File: config.mk
export PLATFORM = sky130hd
export DESIGN_NAME = game_state_sequencer
export DESIGN_NICKNAME = d
export VERILOG_FILES = /design/src/rtl/game_state_sequencer.sv
export SDC_FILE = /design/constraint.sdc
export NUM_CORES = 1
export LEC_CHECK = 0
export ABC_AREA = 0
export CAP_MARGIN = 10
export CORE_ASPECT_RATIO = 0.5
export CORE_UTILIZATION = 40
export CTS_BUF_LIST = sky130_fd_sc_hd__clkbuf_8
export DETAILED_ROUTE_END_ITERATION = 8
export PLACE_DENSITY = 0.58
export REMOVE_ABC_BUFFERS = 1
export SETUP_SLACK_MARGIN = 0.2
export SLEW_MARGIN = 30
export SYNTH_ARGS = -nofsm -noshare
export SYNTH_HDL_FRONTEND = slang
export SYNTH_SLANG_ARGS = --single-unit
export TNS_END_PERCENT = 20
File: constraint.sdc
create_clock -name clock -period 2.9 [get_ports clock]
set_input_delay 0.87 -clock clock [delete_from_list [all_inputs] [get_ports clock]]
set_output_delay 0.87 -clock clock [all_outputs]
set_load 0.01 [all_outputs]
File: src/rtl/game_state_sequencer.sv
// Level sequencer for the map redraw FSM: owns gameState, issues one drawMap
// request per state change, advances on player action or an animation dwell.
module game_state_sequencer #(
   parameter int ANIM_CYCLES    = 25000000,
   parameter int TIMEOUT_CYCLES = 262143
) (
   input  logic       clock,
   input  logic       resetn,
   input  logic       action,
   input  logic       restart,
   input  logic       doneRedraw,
   output logic [3:0] gameState,
   output logic       drawMap,
   output logic       busy,
   output logic       timeoutFlag
);

   localparam int AW = (ANIM_CYCLES > 1) ? $clog2(ANIM_CYCLES) : 1;
   localparam int WW = $clog2(TIMEOUT_CYCLES);
   localparam logic [AW-1:0] ANIM_LAST = AW'(ANIM_CYCLES - 1);
   localparam logic [WW-1:0] WDOG_LAST = WW'(TIMEOUT_CYCLES - 1);

   typedef enum logic [3:0] {
      INITIAL         = 4'd0,
      UPDATE_BRIDGE_1 = 4'd1,
      FORMED_BRIDGE_1 = 4'd2,
      UPDATE_BRIDGE_2 = 4'd3,
      FORMED_BRIDGE_2 = 4'd4,
      UPDATE_BRIDGE_3 = 4'd5,
      FORMED_BRIDGE_3 = 4'd6,
      UPDATE_PILLAR   = 4'd7,
      PILLAR_RISED    = 4'd8,
      FINISHED_GAME   = 4'd9,
      DRAW_INITIAL    = 4'd10
   } level_e;

   typedef enum logic [2:0] {
      PH_REQ,
      PH_RELEASE,
      PH_RELEASE_RETRY,
      PH_DWELL,
      PH_WAIT_INPUT
   } phase_e;

   // [0],[1] synchronizer stages, [2] history for edge detection
   logic [2:0] act_sync_q;
   logic [2:0] rst_sync_q;
   logic       act_edge;
   logic       rst_edge;

   phase_e        phase_q, phase_d;
   level_e        level_q, level_d;
   logic          draw_q, draw_d;
   logic          tflag_q, tflag_d;
   logic [AW-1:0] dwell_q, dwell_d;
   logic [WW-1:0] wdog_q, wdog_d;

   function automatic level_e next_level(input level_e cur);
      case (cur)
         INITIAL:         next_level = UPDATE_BRIDGE_1;
         UPDATE_BRIDGE_1: next_level = FORMED_BRIDGE_1;
         FORMED_BRIDGE_1: next_level = UPDATE_BRIDGE_2;
         UPDATE_BRIDGE_2: next_level = FORMED_BRIDGE_2;
         FORMED_BRIDGE_2: next_level = UPDATE_BRIDGE_3;
         UPDATE_BRIDGE_3: next_level = FORMED_BRIDGE_3;
         FORMED_BRIDGE_3: next_level = UPDATE_PILLAR;
         UPDATE_PILLAR:   next_level = PILLAR_RISED;
         PILLAR_RISED:    next_level = FINISHED_GAME;
         FINISHED_GAME:   next_level = DRAW_INITIAL;
         DRAW_INITIAL:    next_level = INITIAL;
         default:         next_level = DRAW_INITIAL;
      endcase
   endfunction

   function automatic logic is_animated(input level_e cur);
      is_animated = (cur == UPDATE_BRIDGE_1) || (cur == UPDATE_BRIDGE_2) ||
                    (cur == UPDATE_BRIDGE_3) || (cur == UPDATE_PILLAR);
   endfunction

   always_ff @(posedge clock or negedge resetn) begin
      if (!resetn) begin
         act_sync_q <= '0;
         rst_sync_q <= '0;
      end else begin
         act_sync_q <= {act_sync_q[1:0], action};
         rst_sync_q <= {rst_sync_q[1:0], restart};
      end
   end

   assign act_edge = act_sync_q[1] & ~act_sync_q[2];
   assign rst_edge = rst_sync_q[1] & ~rst_sync_q[2];

   always_ff @(posedge clock or negedge resetn) begin
      if (!resetn) begin
         phase_q <= PH_REQ;
         level_q <= DRAW_INITIAL;
         draw_q  <= 1'b0;
         tflag_q <= 1'b0;
         dwell_q <= '0;
         wdog_q  <= '0;
      end else begin
         phase_q <= phase_d;
         level_q <= level_d;
         draw_q  <= draw_d;
         tflag_q <= tflag_d;
         dwell_q <= dwell_d;
         wdog_q  <= wdog_d;
      end
   end

   // Level and drawMap are updated on the same edge, so the redraw FSM
   // always latches a stable gameState when it sees drawMap rise.
   always_comb begin
      phase_d = phase_q;
      level_d = level_q;
      draw_d  = draw_q;
      tflag_d = tflag_q;
      dwell_d = '0;
      wdog_d  = '0;

      if (rst_edge) begin
         level_d = DRAW_INITIAL;
         if (draw_q) begin
            phase_d = PH_RELEASE_RETRY;
            draw_d  = 1'b0;
         end else begin
            phase_d = PH_REQ;
            draw_d  = 1'b1;
         end
      end else begin
         case (phase_q)
            PH_REQ: begin
               draw_d = 1'b1;
               // drawMap is still low only on the first cycle out of reset
               if (draw_q) begin
                  if (doneRedraw) begin
                     phase_d = PH_RELEASE;
                     draw_d  = 1'b0;
                  end else if (wdog_q == WDOG_LAST) begin
                     tflag_d = 1'b1;
                     phase_d = PH_RELEASE_RETRY;
                     draw_d  = 1'b0;
                  end else begin
                     wdog_d = wdog_q + 1'b1;
                  end
               end
            end
            PH_RELEASE: begin
               if (is_animated(level_q)) begin
                  phase_d = PH_DWELL;
               end else if (level_q == DRAW_INITIAL) begin
                  level_d = INITIAL;
                  phase_d = PH_REQ;
                  draw_d  = 1'b1;
               end else begin
                  phase_d = PH_WAIT_INPUT;
               end
            end
            PH_RELEASE_RETRY: begin
               phase_d = PH_REQ;
               draw_d  = 1'b1;
            end
            PH_DWELL: begin
               if (dwell_q == ANIM_LAST) begin
                  level_d = next_level(level_q);
                  phase_d = PH_REQ;
                  draw_d  = 1'b1;
               end else begin
                  dwell_d = dwell_q + 1'b1;
               end
            end
            PH_WAIT_INPUT: begin
               if (act_edge) begin
                  level_d = next_level(level_q);
                  phase_d = PH_REQ;
                  draw_d  = 1'b1;
               end
            end
            default: begin
               phase_d = PH_REQ;
               draw_d  = 1'b0;
            end
         endcase
      end
   end

   assign gameState   = level_q;
   assign drawMap     = draw_q;
   assign busy        = (phase_q != PH_WAIT_INPUT);
   assign timeoutFlag = tflag_q;

endmodule

==> results list <==
* Detailed Route Iter0 Violations: 77
- Overall global routing resource usage: 17.1%
- Across all register-to-register paths, the minimum setup slack is ~550 ps.
- Routed wire length per instance: roughly 14 um
* Buffer type at the clock tree root: sky130_fd_sc_hd__clkbuf_8
* Tcrit/Tclk final: 85.6%
- Met1 Use GR: a little over a fifth
* Vertical die dimension: 62.6 um
- Largest net degree at the start of global routing: 30
- After synthesis the netlist holds a flip-flop and latch count of 58.
- Data on the critical path is required at its endpoint by 2030 ps.
* Clock tree buffer depth: 2
- Launching point of the worst reg2reg path: dwell_q[17]
- TritonCTS Buffers: 9
- The run finished with clean final reports.
- Data arrival time of the worst path: 1610 ps
- Via density per instance: 5.15
- IR analysis of the VDD net gives a maximum drop of roughly 310 uV.
* Number of hold violations in the final report: 0
- Setup repair after global routing left no endpoint under its margin.
- Summed over all layers, the global routing overflow is 0.
- The first global-routing pass estimated 10100 um of wire.
- # placed instances: 399
- After the flow finishes, the layout carries non-filler instances totaling 412.
- Total Negative Setup Slacks: 0 ps
- Number of flops mapped to enable cells by yosys: 0
* Depth of the worst hold-timing path: 0
* Cell area after technology mapping: 2940 um2
* Via count of the first global-routing pass: 2163
- Endpoint of the most critical register-to-register path: gameState[0]
- STA classifies the critical path startpoint as a flop.
- The path with the worst hold slack has its endpoint at act_sync_q[1].
- At the end of routability-driven placement, the weighted congestion stood at 0.795.
- The repair_antennas step left the layout with diodes totalling 0.
- After floorplanning, the core was divided into 21 placement rows.
- CTS built an H-tree with a depth of 3.
- The worst hold path begins at act_sync_q[0].
* Number of placed I/O pins: 12
* P&R area growth vs syn: 12.4%
* Number of max-cap violations: 0
* Highest fanout seen on the critical path: 7
- The count of buffers added on input and output ports is 11.
* Maximum operating frequency: 403 MHz
- The tightest min-delay check is of the reg -> reg type.
* Rel. slew slack: between 50 and 60%
* CTS tree: built
* Kind of end point of the critical path: primary output
* Routed Antenna Nets: 0
* Hpwl dp: ~3800 um
* Clock insertion delay at the later pin of the skew report: 340 ps
* Number of nets at the end of the flow: 332
- Synth Flop Type: sky130_fd_sc_hd__dfrtp_1
- Summed over all cells, the static leakage comes to 1.27 nW.
* Number of remaining DRC errors: 0
- The clock arrives with just over 6 ps of skew.
- For the pin with the worst max-slew slack, the measured transition is around 710 ps.
- Count of cell types in the netlist: 42
* DIE AREA: 7710 um2
* Register-to-Register Path Depth: 5
- Dividing the synthesized area by the synthesized cell count gives 9.72 um2.
- Post-synth ARST share: 100%
- CTS Sinks: 58
- Initial cell density of the core: a little over two fifths
* Start-to-end type of the worst setup path: reg -> out
- The completed layout was analyzed and its total power is 2.00 mW.
- Core footprint: approximately 6900 um2
* Initial antenna violation count: 0
* Count of synthesis-stage warnings from yosys: 0
- Total of endpoints with negative setup slack in the final report: 0
* Overall die width: 123 um
- The worst path in the final design needs a cycle of roughly 2500 ps, including I/O delays and setup.
- Gr busiest metal: met2
- Max Slew Vio Count: 0
* Global-route track usage on met2: 27.1%
- Pre-antenna DRT Iters: 4
- Of the cells placed in the final design, the portion with a size suffix greater than 1 is 8.13%.
* Number of vias after detailed routing: 2121
* Clock transition time at the flip-flop clock pins of the worst setup and hold paths: 60 ps
- Wires add up to 5700 um.
- Number of standard cells after synthesis: between 300 and 400
* Part of the Yosys area used for sequential elements: 49.5%
* Global routing usage on met3: 7.39%
- PD cells: 606 nW/um2
-- area by class of cell --
type                    instances  area (um2)
multi-input cells             220        1390
fillers                       662        3580
clock inverters                 2        7.51
inverters                      15        56.3
flip-flops and latches         58        1460
clock buffers                  11         151
well taps                      92         115
repair buffers                 14         126
-- flip-flops by register name (all words and copies together), names as in the netlist --
name and count:
dwell_q 25, drawMap 1, wdog_q 18, rst_sync_q 3, act_sync_q 3, phase_q 3, timeoutFlag 1, gameState 4
-- Yosys cell counts (all sizes together) (2+ instances only) --
cell type	n	share of area [%]
dfrtp	56	48
nor2	53	6.9
xnor2	29	8.7
nand3	16	2.7
inv	15	1.9
nand2	14	1.8
nor3	13	2.2
o21ai	11	2.3
ha	9	3.8
nand4	9	1.9
nor4	8	1.7
xor2	8	2.4
a21oi	7	1.2
clkbuf	7	0.90
nand2b	5	1.1
and4	4	1.2
mux2	4	1.5
nor4b	3	0.90
or3	3	0.64
or4	3	0.89
a21boi	2	0.51
a21o	2	0.51
and2	2	0.43
and3	2	0.43
buf	2	0.34
dfstp	2	1.8
nor2b	2	0.43
or3b	2	0.60
-- worst max path at each step --
stage,from,endpoint,slack [ps]
after floorplan,dwell_q[17],drawMap,380
after global placement,phase_q[2],busy,560
after detailed placement,doneRedraw,wdog_q[5],540
after CTS,phase_q[0],busy,390
after global routing,phase_q[0],busy,360
final,phase_q[0],busy,420
-- layout by cell type (no fill, tap or decap), types with 9 or more instances in the layout --
cell type | synthesis | final
sky130_fd_sc_hd__clkbuf_8 | 0 | 11
sky130_fd_sc_hd__clkdlybuf4s50_1 | 0 | 9
sky130_fd_sc_hd__dfrtp_1 | 56 | 55
sky130_fd_sc_hd__ha_1 | 9 | 9
sky130_fd_sc_hd__inv_1 | 15 | 17
sky130_fd_sc_hd__nand2_1 | 14 | 14
sky130_fd_sc_hd__nand3_1 | 16 | 16
sky130_fd_sc_hd__nand4_1 | 9 | 9
sky130_fd_sc_hd__nor2_1 | 52 | 52
sky130_fd_sc_hd__nor3_1 | 13 | 13
sky130_fd_sc_hd__o21ai_0 | 10 | 10
sky130_fd_sc_hd__xnor2_1 | 29 | 29
-- routing by layer --
| metal | up-vias | routed length (um) | share of wire (%) |
|---|---|---|---|
| li1 | 1056 | - | - |
| met1 | 1027 | 2720 | 48 |
| met2 | 30 | 2670 | 47 |
| met3 | 8 | 247 | 4.3 |
| met4 | 0 | 62 | 1.1 |
| met5 | - | 0 | 0 |
-- kinds of logic after synthesis --
kind of cell,count (synthesis),synth area share (%)
AND/OR/NAND/NOR,141,24.4
XOR/XNOR,37,11.0
AO/OA/AOI/OAI,29,6.48
multiplexers,4,1.53
adder cells (fa/ha/maj),9,3.84
buffers and inverters,24,3.15
flip-flops,58,49.5
-- report_power, final --
group	switching [mW]	total (mW)	internal [mW]
registers	0.0867	0.958	0.871
clock network	0.293	0.628	0.336
logic	0.217	0.413	0.196
total	0.597	2.00	1.40
-- repair_timing --
action | CTS | global route
resized for setup | 2 | 0
hold endpoints to repair | 0 | 0
hold buffers | 0 | 0
setup buffers | 0 | 0
endpoints found under the setup margin | 1 | 0
-- worst max-delay path, cell delays in order (launching register included) --
cell	delay, ps
sky130_fd_sc_hd__dfrtp_1	440
sky130_fd_sc_hd__or3b_2	520
sky130_fd_sc_hd__dlygate4sd2_1	310
-- through the flow --
step	util [%]	hold WS [ps]	setup WS [ps]	instance area (um2)
after floorplan	-	331	379	2900
final	47.9	351	417	3300
after detailed placement	45.6	339	535	3140
after CTS	47.9	352	389	3300
after global routing	47.9	369	358	3300
after global placement	45.6	336	562	3140
(Power assumes the default switching activity.)
==> RTL change (config.mk and constraints unchanged) <==
Reset style: synchronous (`resetn`), changed in 2 clocked blocks.
--- a/src/rtl/game_state_sequencer.sv
+++ b/src/rtl/game_state_sequencer.sv
@@ -77,7 +77,7 @@
                     (cur == UPDATE_BRIDGE_3) || (cur == UPDATE_PILLAR);
    endfunction
 
-   always_ff @(posedge clock or negedge resetn) begin
+   always_ff @(posedge clock) begin
       if (!resetn) begin
          act_sync_q <= '0;
          rst_sync_q <= '0;
@@ -90,7 +90,7 @@
    assign act_edge = act_sync_q[1] & ~act_sync_q[2];
    assign rst_edge = rst_sync_q[1] & ~rst_sync_q[2];
 
-   always_ff @(posedge clock or negedge resetn) begin
+   always_ff @(posedge clock) begin
       if (!resetn) begin
          phase_q <= PH_REQ;
          level_q <= DRAW_INITIAL;
Formal check against the unedited RTL: differs if resetn is asserted again (counterexample within 4 cycles, from zero or initial values and one cycle with resetn low); with resetn held inactive, the same outputs for 10 cycles.
==> RTL change against the unedited design <==
  * Area after synthesis shrank 4.4%
  * Setup slack got worse by 0.084 ns
  * Wire length shrank 10%
  * Non-clock buffer count up 1
  * Global-route usage fell by 1.8 points
  * Die area fell by 4.3%
  * Via count fell by 0.94%
  * Sequential cell count rose by 4
  * Sequential share of layout area fell by 5.5 points
  * Design area down 2.4%
  * Critical path type unchanged
Power is not compared: it rests on default switching activity, and its combinational part moved more than twofold at a synthesized area within 25%.
==> RTL change: results (changes against the unedited design) <==
[outcome]
status = finished, final reports clean

[synth]
synth_compound_area_frac = 0.0883  ; +0.0235
synth_cell_types = 52  ; +24%
yosys_most_used_dff = dfxtp_1
synthArstFlopShare = 0  ; -1.00
synth-xor-area-share = 0.115  ; +0.00507
ys_ff_latch = 62  ; +6.9%
synth_seq_area_share = 0.442  ; -0.0530

[finish]
nMultiInputCombCells = 227  ; +3.2%
nNetsFinal = 335  ; +0.90%
layout.nonclk_buf_frac = 0.0435  ; +0.00523
fillers = 648  ; -2.1%
regArea_um2 = 1240  ; -15%

[worst_setup_path]
max_stage_delay_ns = 0.48  ; -0.04 ns
arrival_ns = 1.70  ; +0.09 ns
worstPathMaxFanout = 8  ; +1
critPathSlowestCell = clkdlybuf4s50_1

[route]
vias_per_cell = 4.98  ; -3.3%
dr_wl_met2_mm = 2.36  ; -12%
wl_met3_um = 200  ; -19%
drtIter0Drc = 133  ; +73%

[place]
dpl.hpwl_mm = 3.53  ; -8.1%
post_dp_cell_area_um2 = 3010  ; -4.1%
place_ws_ns = 0.313  ; -0.222 ns
dp.cells = 406  ; +1.8%

[global_route]
grt_max_degree = 26  ; -13%
use_met1 = 0.192  ; -0.0201
gr-usage-met2 = 0.245  ; -0.0255
grt_pass1_wl_mm = 8.67  ; -14%
grt_util_all_layers = 0.154  ; -0.0177
grt_pass1_vias = 1926  ; -11%

[clock_tree]
cts_resized = 0  ; -2

==> RTL change: changes by cell type after synthesis, moves of 7 or more <==
| cell | change |
|---|---|
| dfxtp_1 | +62 |
| dfrtp_1 | -56 |
| xnor2_1 | -18 |
| xor2_1 | +18 |
| nor3_1 | -13 |
| nor4_1 | -7 |
==> RTL change: worst paths after layout <==
check | from | endpoint | slack (ns) | cells past startpoint
setup / recovery | phase_q[2] | busy | 0.33 | 2
hold / removal | rst_sync_q[0] | rst_sync_q[1] | 0.44 | 1
setup reg to reg | dwell_q[0] | register | 0.42 | 10
hold reg to reg | rst_sync_q[0] | rst_sync_q[1] | 0.44 | 1
==> RTL change: worst register-to-register path, delay by kind of cell, from the launching register on <==
kind	cells	cell delay, ns
simple gates	3	0.49
fa+ha+maj	2	0.37
buf+inv	1	0.07
flops	1	0.37
compound gates	4	1.13
